<file path="src/rtl/mem_ctrl.sv">
// Byte-serial memory controller: serves data load/store requests and instruction
// fetches over an 8-bit synchronous RAM port, data requests taking priority.
module mem_ctrl (
  input  logic        clk,
  input  logic        rst,
  input  logic        mem_req,
  input  logic [31:0] mem_req_addr,
  input  logic [31:0] mem_req_data,
  input  logic [3:0]  mem_req_type,
  output logic        mem_busy,
  output logic        mem_done,
  output logic [31:0] mem_rdata,
  input  logic        if_req,
  input  logic [31:0] if_addr,
  output logic        if_done,
  output logic [31:0] if_inst,
  input  logic [7:0]  ram_din,
  output logic [7:0]  ram_dout,
  output logic [31:0] ram_a,
  output logic        ram_wr
);
  localparam logic [3:0] LB = 4'd1, LH = 4'd2, LW = 4'd3, LBU = 4'd4, LHU = 4'd5,
                         SB = 4'd6, SH = 4'd7, SW = 4'd8;

  typedef enum logic [1:0] {IDLE, READ, WRITE, DONE} state_t;

  state_t      state, state_nx;
  logic [31:0] addr_q, addr_nx, data_q, data_nx, word_q, word_nx;
  logic [3:0]  type_q, type_nx;
  logic        fetch_q, fetch_nx;
  logic [2:0]  n_q, n_nx, cnt, cnt_nx;
  logic [1:0]  bi;
  logic        mem_done_nx, if_done_nx, ram_wr_nx;
  logic [31:0] mem_rdata_nx, if_inst_nx, ram_a_nx;
  logic [7:0]  ram_dout_nx;

  function automatic logic [2:0] width_of(input logic [3:0] t);
    case (t)
      LB, LBU, SB: width_of = 3'd1;
      LH, LHU, SH: width_of = 3'd2;
      default:     width_of = 3'd4;
    endcase
  endfunction

  function automatic logic [31:0] extend(input logic [3:0] t, input logic [31:0] w);
    case (t)
      LB:      extend = {{24{w[7]}}, w[7:0]};
      LH:      extend = {{16{w[15]}}, w[15:0]};
      LBU:     extend = {24'd0, w[7:0]};
      LHU:     extend = {16'd0, w[15:0]};
      default: extend = w;
    endcase
  endfunction

  // READ runs one cycle past the last address: cnt is the number of addresses
  // already presented, and ram_din carries byte cnt-1 in the current cycle.
  always_comb begin
    state_nx     = state;
    addr_nx      = addr_q;
    data_nx      = data_q;
    type_nx      = type_q;
    fetch_nx     = fetch_q;
    n_nx         = n_q;
    cnt_nx       = cnt;
    word_nx      = word_q;
    mem_done_nx  = 1'b0;
    if_done_nx   = 1'b0;
    mem_rdata_nx = mem_rdata;
    if_inst_nx   = if_inst;
    ram_a_nx     = '0;
    ram_dout_nx  = '0;
    ram_wr_nx    = 1'b0;
    bi           = 2'd0;
    case (state)
      IDLE: begin
        if (mem_req) begin
          addr_nx  = mem_req_addr;
          data_nx  = mem_req_data;
          type_nx  = mem_req_type;
          fetch_nx = 1'b0;
          n_nx     = width_of(mem_req_type);
          cnt_nx   = '0;
          word_nx  = '0;
          if (mem_req_type >= LB && mem_req_type <= LHU) begin
            state_nx = READ;
            ram_a_nx = mem_req_addr;
          end else if (mem_req_type >= SB && mem_req_type <= SW) begin
            state_nx    = WRITE;
            ram_a_nx    = mem_req_addr;
            ram_dout_nx = mem_req_data[7:0];
            ram_wr_nx   = 1'b1;
          end else begin
            state_nx     = DONE;
            mem_done_nx  = 1'b1;
            mem_rdata_nx = '0;
          end
        end else if (if_req) begin
          addr_nx  = if_addr;
          type_nx  = LW;
          fetch_nx = 1'b1;
          n_nx     = 3'd4;
          cnt_nx   = '0;
          word_nx  = '0;
          state_nx = READ;
          ram_a_nx = if_addr;
        end
      end
      READ: begin
        if (cnt != 3'd0) begin
          bi = cnt[1:0] - 2'd1;
          word_nx[{bi, 3'b000} +: 8] = ram_din;
        end
        if (cnt == n_q) begin
          state_nx = DONE;
          if (fetch_q) begin
            if_done_nx = 1'b1;
            if_inst_nx = word_nx;
          end else begin
            mem_done_nx  = 1'b1;
            mem_rdata_nx = extend(type_q, word_nx);
          end
        end else begin
          cnt_nx = cnt + 3'd1;
          if (cnt + 3'd1 < n_q) ram_a_nx = addr_q + 32'(cnt + 3'd1);
        end
      end
      WRITE: begin
        if (cnt == n_q - 3'd1) begin
          state_nx    = DONE;
          mem_done_nx = 1'b1;
        end else begin
          cnt_nx      = cnt + 3'd1;
          bi          = cnt[1:0] + 2'd1;
          ram_a_nx    = addr_q + 32'(cnt + 3'd1);
          ram_dout_nx = data_q[{bi, 3'b000} +: 8];
          ram_wr_nx   = 1'b1;
        end
      end
      DONE: state_nx = IDLE;
      default: state_nx = IDLE;
    endcase
  end

  always_ff @(posedge clk) begin
    if (rst) begin
      state     <= IDLE;
      addr_q    <= '0;
      data_q    <= '0;
      type_q    <= '0;
      fetch_q   <= 1'b0;
      n_q       <= '0;
      cnt       <= '0;
      word_q    <= '0;
      mem_busy  <= 1'b0;
      mem_done  <= 1'b0;
      mem_rdata <= '0;
      if_done   <= 1'b0;
      if_inst   <= '0;
      ram_a     <= '0;
      ram_dout  <= '0;
      ram_wr    <= 1'b0;
    end else begin
      state     <= state_nx;
      addr_q    <= addr_nx;
      data_q    <= data_nx;
      type_q    <= type_nx;
      fetch_q   <= fetch_nx;
      n_q       <= n_nx;
      cnt       <= cnt_nx;
      word_q    <= word_nx;
      mem_busy  <= (state_nx != IDLE);
      mem_done  <= mem_done_nx;
      mem_rdata <= mem_rdata_nx;
      if_done   <= if_done_nx;
      if_inst   <= if_inst_nx;
      ram_a     <= ram_a_nx;
      ram_dout  <= ram_dout_nx;
      ram_wr    <= ram_wr_nx;
    end
  end
endmodule

</file>
<file path="config.mk">
export PLATFORM = sky130hd
export DESIGN_NAME = mem_ctrl
export DESIGN_NICKNAME = d
export VERILOG_FILES = /design/src/rtl/mem_ctrl.sv
export SDC_FILE = /design/constraint.sdc
export NUM_CORES = 1
export LEC_CHECK = 0
export CAP_MARGIN = 20
export CORE_MARGIN = 2
export CORE_UTILIZATION = 55
export CTS_CLUSTER_SIZE = 40
export DETAILED_ROUTE_END_ITERATION = 10
export GPL_TIMING_DRIVEN = 0
export PLACE_DENSITY = 0.86
export SLEW_MARGIN = 30
export SYNTH_ARGS = -nofsm -noshare
export SYNTH_HDL_FRONTEND = slang
export SYNTH_SLANG_ARGS = --single-unit
</file>
<file path="constraint.sdc">
create_clock -name clk -period 5.41 [get_ports clk]
set_clock_uncertainty 0.1 [all_clocks]
set_input_delay 1.082 -clock clk [delete_from_list [all_inputs] [get_ports clk]]
set_output_delay 1.082 -clock clk [all_outputs]
set_load 0.02 [all_outputs]
</file>
* Yosys cells after proc, flatten, opt, wreduce, memory -nomap -nowiden
Cells that the tools add are included.
** Storage, ports and cells
- Output and inout bits :: 108
- Bits in registers :: 217
** Cells by class
- Reductions and logical operators :: 17
- Eq/ne operators :: 23
- Multiplexer cells :: 59
- Add/sub/neg operators :: 7
- Bitwise gates (word level) :: 2
- $lt $le $gt $ge :: 5
- Shift-type cells :: 3
** Operators with widths (number)
- $mux 32 :: 17
- $pmux 32 s2 :: 2
- $pmux 32 s4 :: 1
- $pmux 32 s3 :: 1
- $add 32x4->32 :: 1
- $bwmux 32 :: 1
- $mux 8 :: 4
- $shift 8x7->32 const A :: 1
- $shiftx 32x6->8 :: 1
- $shiftx 8x7->32 :: 1
- $eq 4x3->1 const B :: 6
- $mux 3 :: 6
- $pmux 8 s2 :: 1
- $mux 1 :: 14
- $ne 2x2->1 const B :: 7
- $mux 2 :: 5
- $pmux 3 s3 :: 1
- $reduce_or 3->1 :: 3
- $eq 4x1->1 const B :: 2
- $eq 4x2->1 const B :: 2
- $mux 4 :: 2
- $pmux 2 s4 :: 1
- $neg 5->7 :: 1
- $eq 3x3->1 :: 2
- other kinds (25) :: 33

* Logic depth before layout (Yosys ltp)
- Depth in word-level cells :: 9
- Gate-level depth with buffers :: 11
- Gate-level depth less buffers :: 9

* Least setup slack after synthesis
No wires, ideal clock.
- Kind :: flip-flop to flip-flop
- From :: reg cnt[0]
- To :: reg mem_rdata[21]
- Stages on the path, launching flop included :: 10
- Clock period less this slack :: 2881 ps
- Arrival time :: 2713 ps
- Buffers on the path :: 2
- Slack :: 2529 ps
- Cell sequence :: dfxtp_1 -> clkbuf_1 -> inv_1 -> ha_1 -> or3b_1 -> or4b_1 -> a31oi_1 -> o31ai_2 -> buf_6 -> o2bb2ai_2
** On the way
- Cells in the longest elaborated chain, start to end :: 9
** RTL lines
- start, declared :: RTL line 31 : logic [2:0] n_q, n_nx, cnt, cnt_nx;
- start signal, assigned :: RTL line 169 : cnt <= cnt_nx;
- $sub 2x1->2 :: RTL line 110 : bi = cnt[1:0] - 2'd1;
- $neg 5->7 :: RTL line 111 : word_nx[{bi, 3'b000} +: 8] = ram_din;
- $shiftx 8x7->32 / $shift 8x7->32 (equally long branches) :: RTL line 111
- $bwmux 32 :: RTL line 111
- $mux 32 :: RTL line 109 : if (cnt != 3'd0) begin
- $pmux 32 s4 :: RTL line 46 : case (t)
- $mux 32 :: RTL line 115 : if (fetch_q) begin
- $mux 32 :: RTL line 113 : if (cnt == n_q) begin
- $pmux 32 s2 :: RTL line 74 : case (state)
- end signal, assigned :: RTL line 173 : mem_rdata <= mem_rdata_nx;
- end, declared :: RTL line 12 : output logic [31:0] mem_rdata,
Several ways; a longest one is shown, not always the timed one. The select of a mux whose other input is x is not followed.
A chain may end at the register's enable or synchronous reset.

* Worst setup path after layout
- From :: reg cnt[0]
- To :: reg mem_rdata[11]
The elaborated chain is that of the path after synthesis.

==> results.tsv <==
metric	value	unit
io_pins	220	
layout_setup_ws	1680	ps
synth_cells	1148	
clk_pin_slew	60	ps
setup_viol	0	
hp-class	flip-flop to flip-flop	
grt_start_max_net_pins	15	
hold_slack	356	ps
syn-cell-area	9900	µm²
rows	49	
wl_per_cell	19.0	µm
dp_slack	1660	ps
globalplace.congestion	0.955	
start_kind	flip-flop	
drt_iter0_markers	1024	
cts-root-buf	clkbuf_16	
outcome	finished clean	
antenna_left	0	
die_w	138	µm
synth_flop_cell	dfxtp_1	
cp_max_fo	10	
ys_seq_elements	217	
drive_gt1_frac	0.0585	
synth-xor-area-share	0.0306	
holdBufCountCts	0	
numCtsBuffers	22	
grt_pass1_wl	49300	µm
nets	1517	
yosysSeqAreaShare	0.439	
utilization	0.731	
portBuffers	215	
worstPathArrival	4050	ps
drc_errors	0	
power_density	443	nW/µm²
cts.htree.levels	1	
vias	9990	
synth.avg_cell_area	8.62	µm²
hold_viol_final	0	
synthAdderAreaFrac	0.0235	
cts_buffer_depth	3	
dp_hpwl	22300	µm
antennaDiodeCount	0	
p_leak	4.72	nW
ys_types	64	
cts_resized	0	
criticalPathCategory	flip-flop to flip-flop	
fmax	0.268	GHz
final_cell_count_no_fill	1630	
final_cell_mix	dfxtp_1, clkdlybuf4s50_1, nor2_1	
final_cell_area	13000	µm²
slew_violations	0	
cts_sinks	217	
max_cap_viol_count	0	
start_util	0.555	
period_minus_slack	3730	ps
tns	0	ps
grt_overflow	0	
synthMuxAreaShare	0.0446	
cts_setup_buffers	0	
coreArea	17800	µm²
die-area	19100	µm²
antenna_found_initial	0	
cts_tree	yes	
first_global_vias	9851	
dp.cells	1592	
clk_latency	510	ps
die_h	138	µm
synthSimpleGateAreaFrac	0.193	
placed_area	12300	µm²
synth_edf_count	0	
routed_wl	31000	µm
synth_top_family_by_area	compound AO/OA/AOI/OAI gates	
synth-compound-area-share	0.224	
rsz0062_at_grt	false	
max-slew-margin-rel	0.372	
synth_nets	1278	
tightest_slew	933	ps
ys_warn_count	0	
ys_async_sr_fraction	0	
layout_worst_path_cycle_share	0.690	
p_total	5.77	mW
syn_to_final_growth	31.7	%
peakVddDrop	0.308	mV
final_common_cell	dfxtp_1	
cp-end-kind	flip-flop	
track_usage	0.310	
drt_pass1_iterations	6	
drt-vias-per-instance	6.13	
cp.required	5730	ps
cell families (layout without fill, tap and decap cells):
kind of cell | count (synthesis) | in the layout
AOI/OAI and AO/OA | 301 | 301
xor gates and xnor gates | 33 | 33
adders and majority gates | 18 | 18
buffers and inverters | 109 | 362
DFF | 217 | 217
muxes | 34 | 34
and+or+nand+nor | 436 | 436
flip-flops by register name, indices dropped and copies added, names as in the netlist, 2 cells and up:
signal and count:
ram_dout 8, addr_q 32, word_q 32, if_inst 32, data_q 32, mem_rdata 32, type_q 4, state 2
n_q 3, cnt 3, ram_a 32
worst paths after layout:
path / startpoint / end / slack [ps] / cells after the start
max: cnt[0]$_SDFFE_PP0P_ / mem_rdata[11]$_SDFFE_PP0P_ / 1680 / 8
min: data_q[31]$_SDFFE_PP0P_ / data_q[31]$_SDFFE_PP0P_ / 360 / 2
max reg2reg: cnt[0]$_SDFFE_PP0P_ / mem_rdata[11]$_SDFFE_PP0P_ / 1680 / 8
min reg2reg: data_q[31]$_SDFFE_PP0P_ / data_q[31]$_SDFFE_PP0P_ / 360 / 2
routing by layer:
layer | vias to the layer above | global-route usage | wire length [µm]
met4 | 0 | 0.136 | 1080
met1 | 4732 | 0.379 | 12300
met2 | 561 | 0.534 | 15000
met3 | 97 | 0.0578 | 2690
met5 | - | 0 | 0
li1 | 4600 | - | -
report_power, final:
group          internal (mW)  switching, mW  total, mW
Sequential              1.86          0.214       2.08
Combinational          0.855           1.34       2.20
Clock                  0.866          0.629       1.50
Total                   3.58           2.19       5.77
cells in the mapped netlist, drive strengths merged, types with 18 or more instances:
library cell  number  area, µm²
a211oi            47        368
a21oi             70        362
a22o              23        201
a22oi             46        345
a32oi             25        219
buf               23        130
clkbuf            65        244
dfxtp            217       4340
inv               21       78.8
mux2i             25        250
nand2            115        432
nand3             18       95.1
nor2             194        728
nor3              46        230
o21ai             27        135
o22ai             21        131
xor2              24        210
layout make-up:
cell class | instances | area, µm²
fillers | 1367 | 4800
repair buffers | 215 | 2150
inverters | 21 | 78.8
well taps | 229 | 287
multi-input cells | 822 | 5110
clock inverters | 5 | 50.0
flip-flops and latches | 217 | 4340
clock buffers | 33 | 643
plain buffers | 88 | 374
critical path, cell delays in order (launching register included):
cell      delay, ps
dfxtp_1         570
clkbuf_1        530
inv_1           250
ha_1            430
or3b_1          370
nor3_1          680
a22o_1          350
nand2_1         100
a211oi_2        260
(Power assumes the default switching activity.)
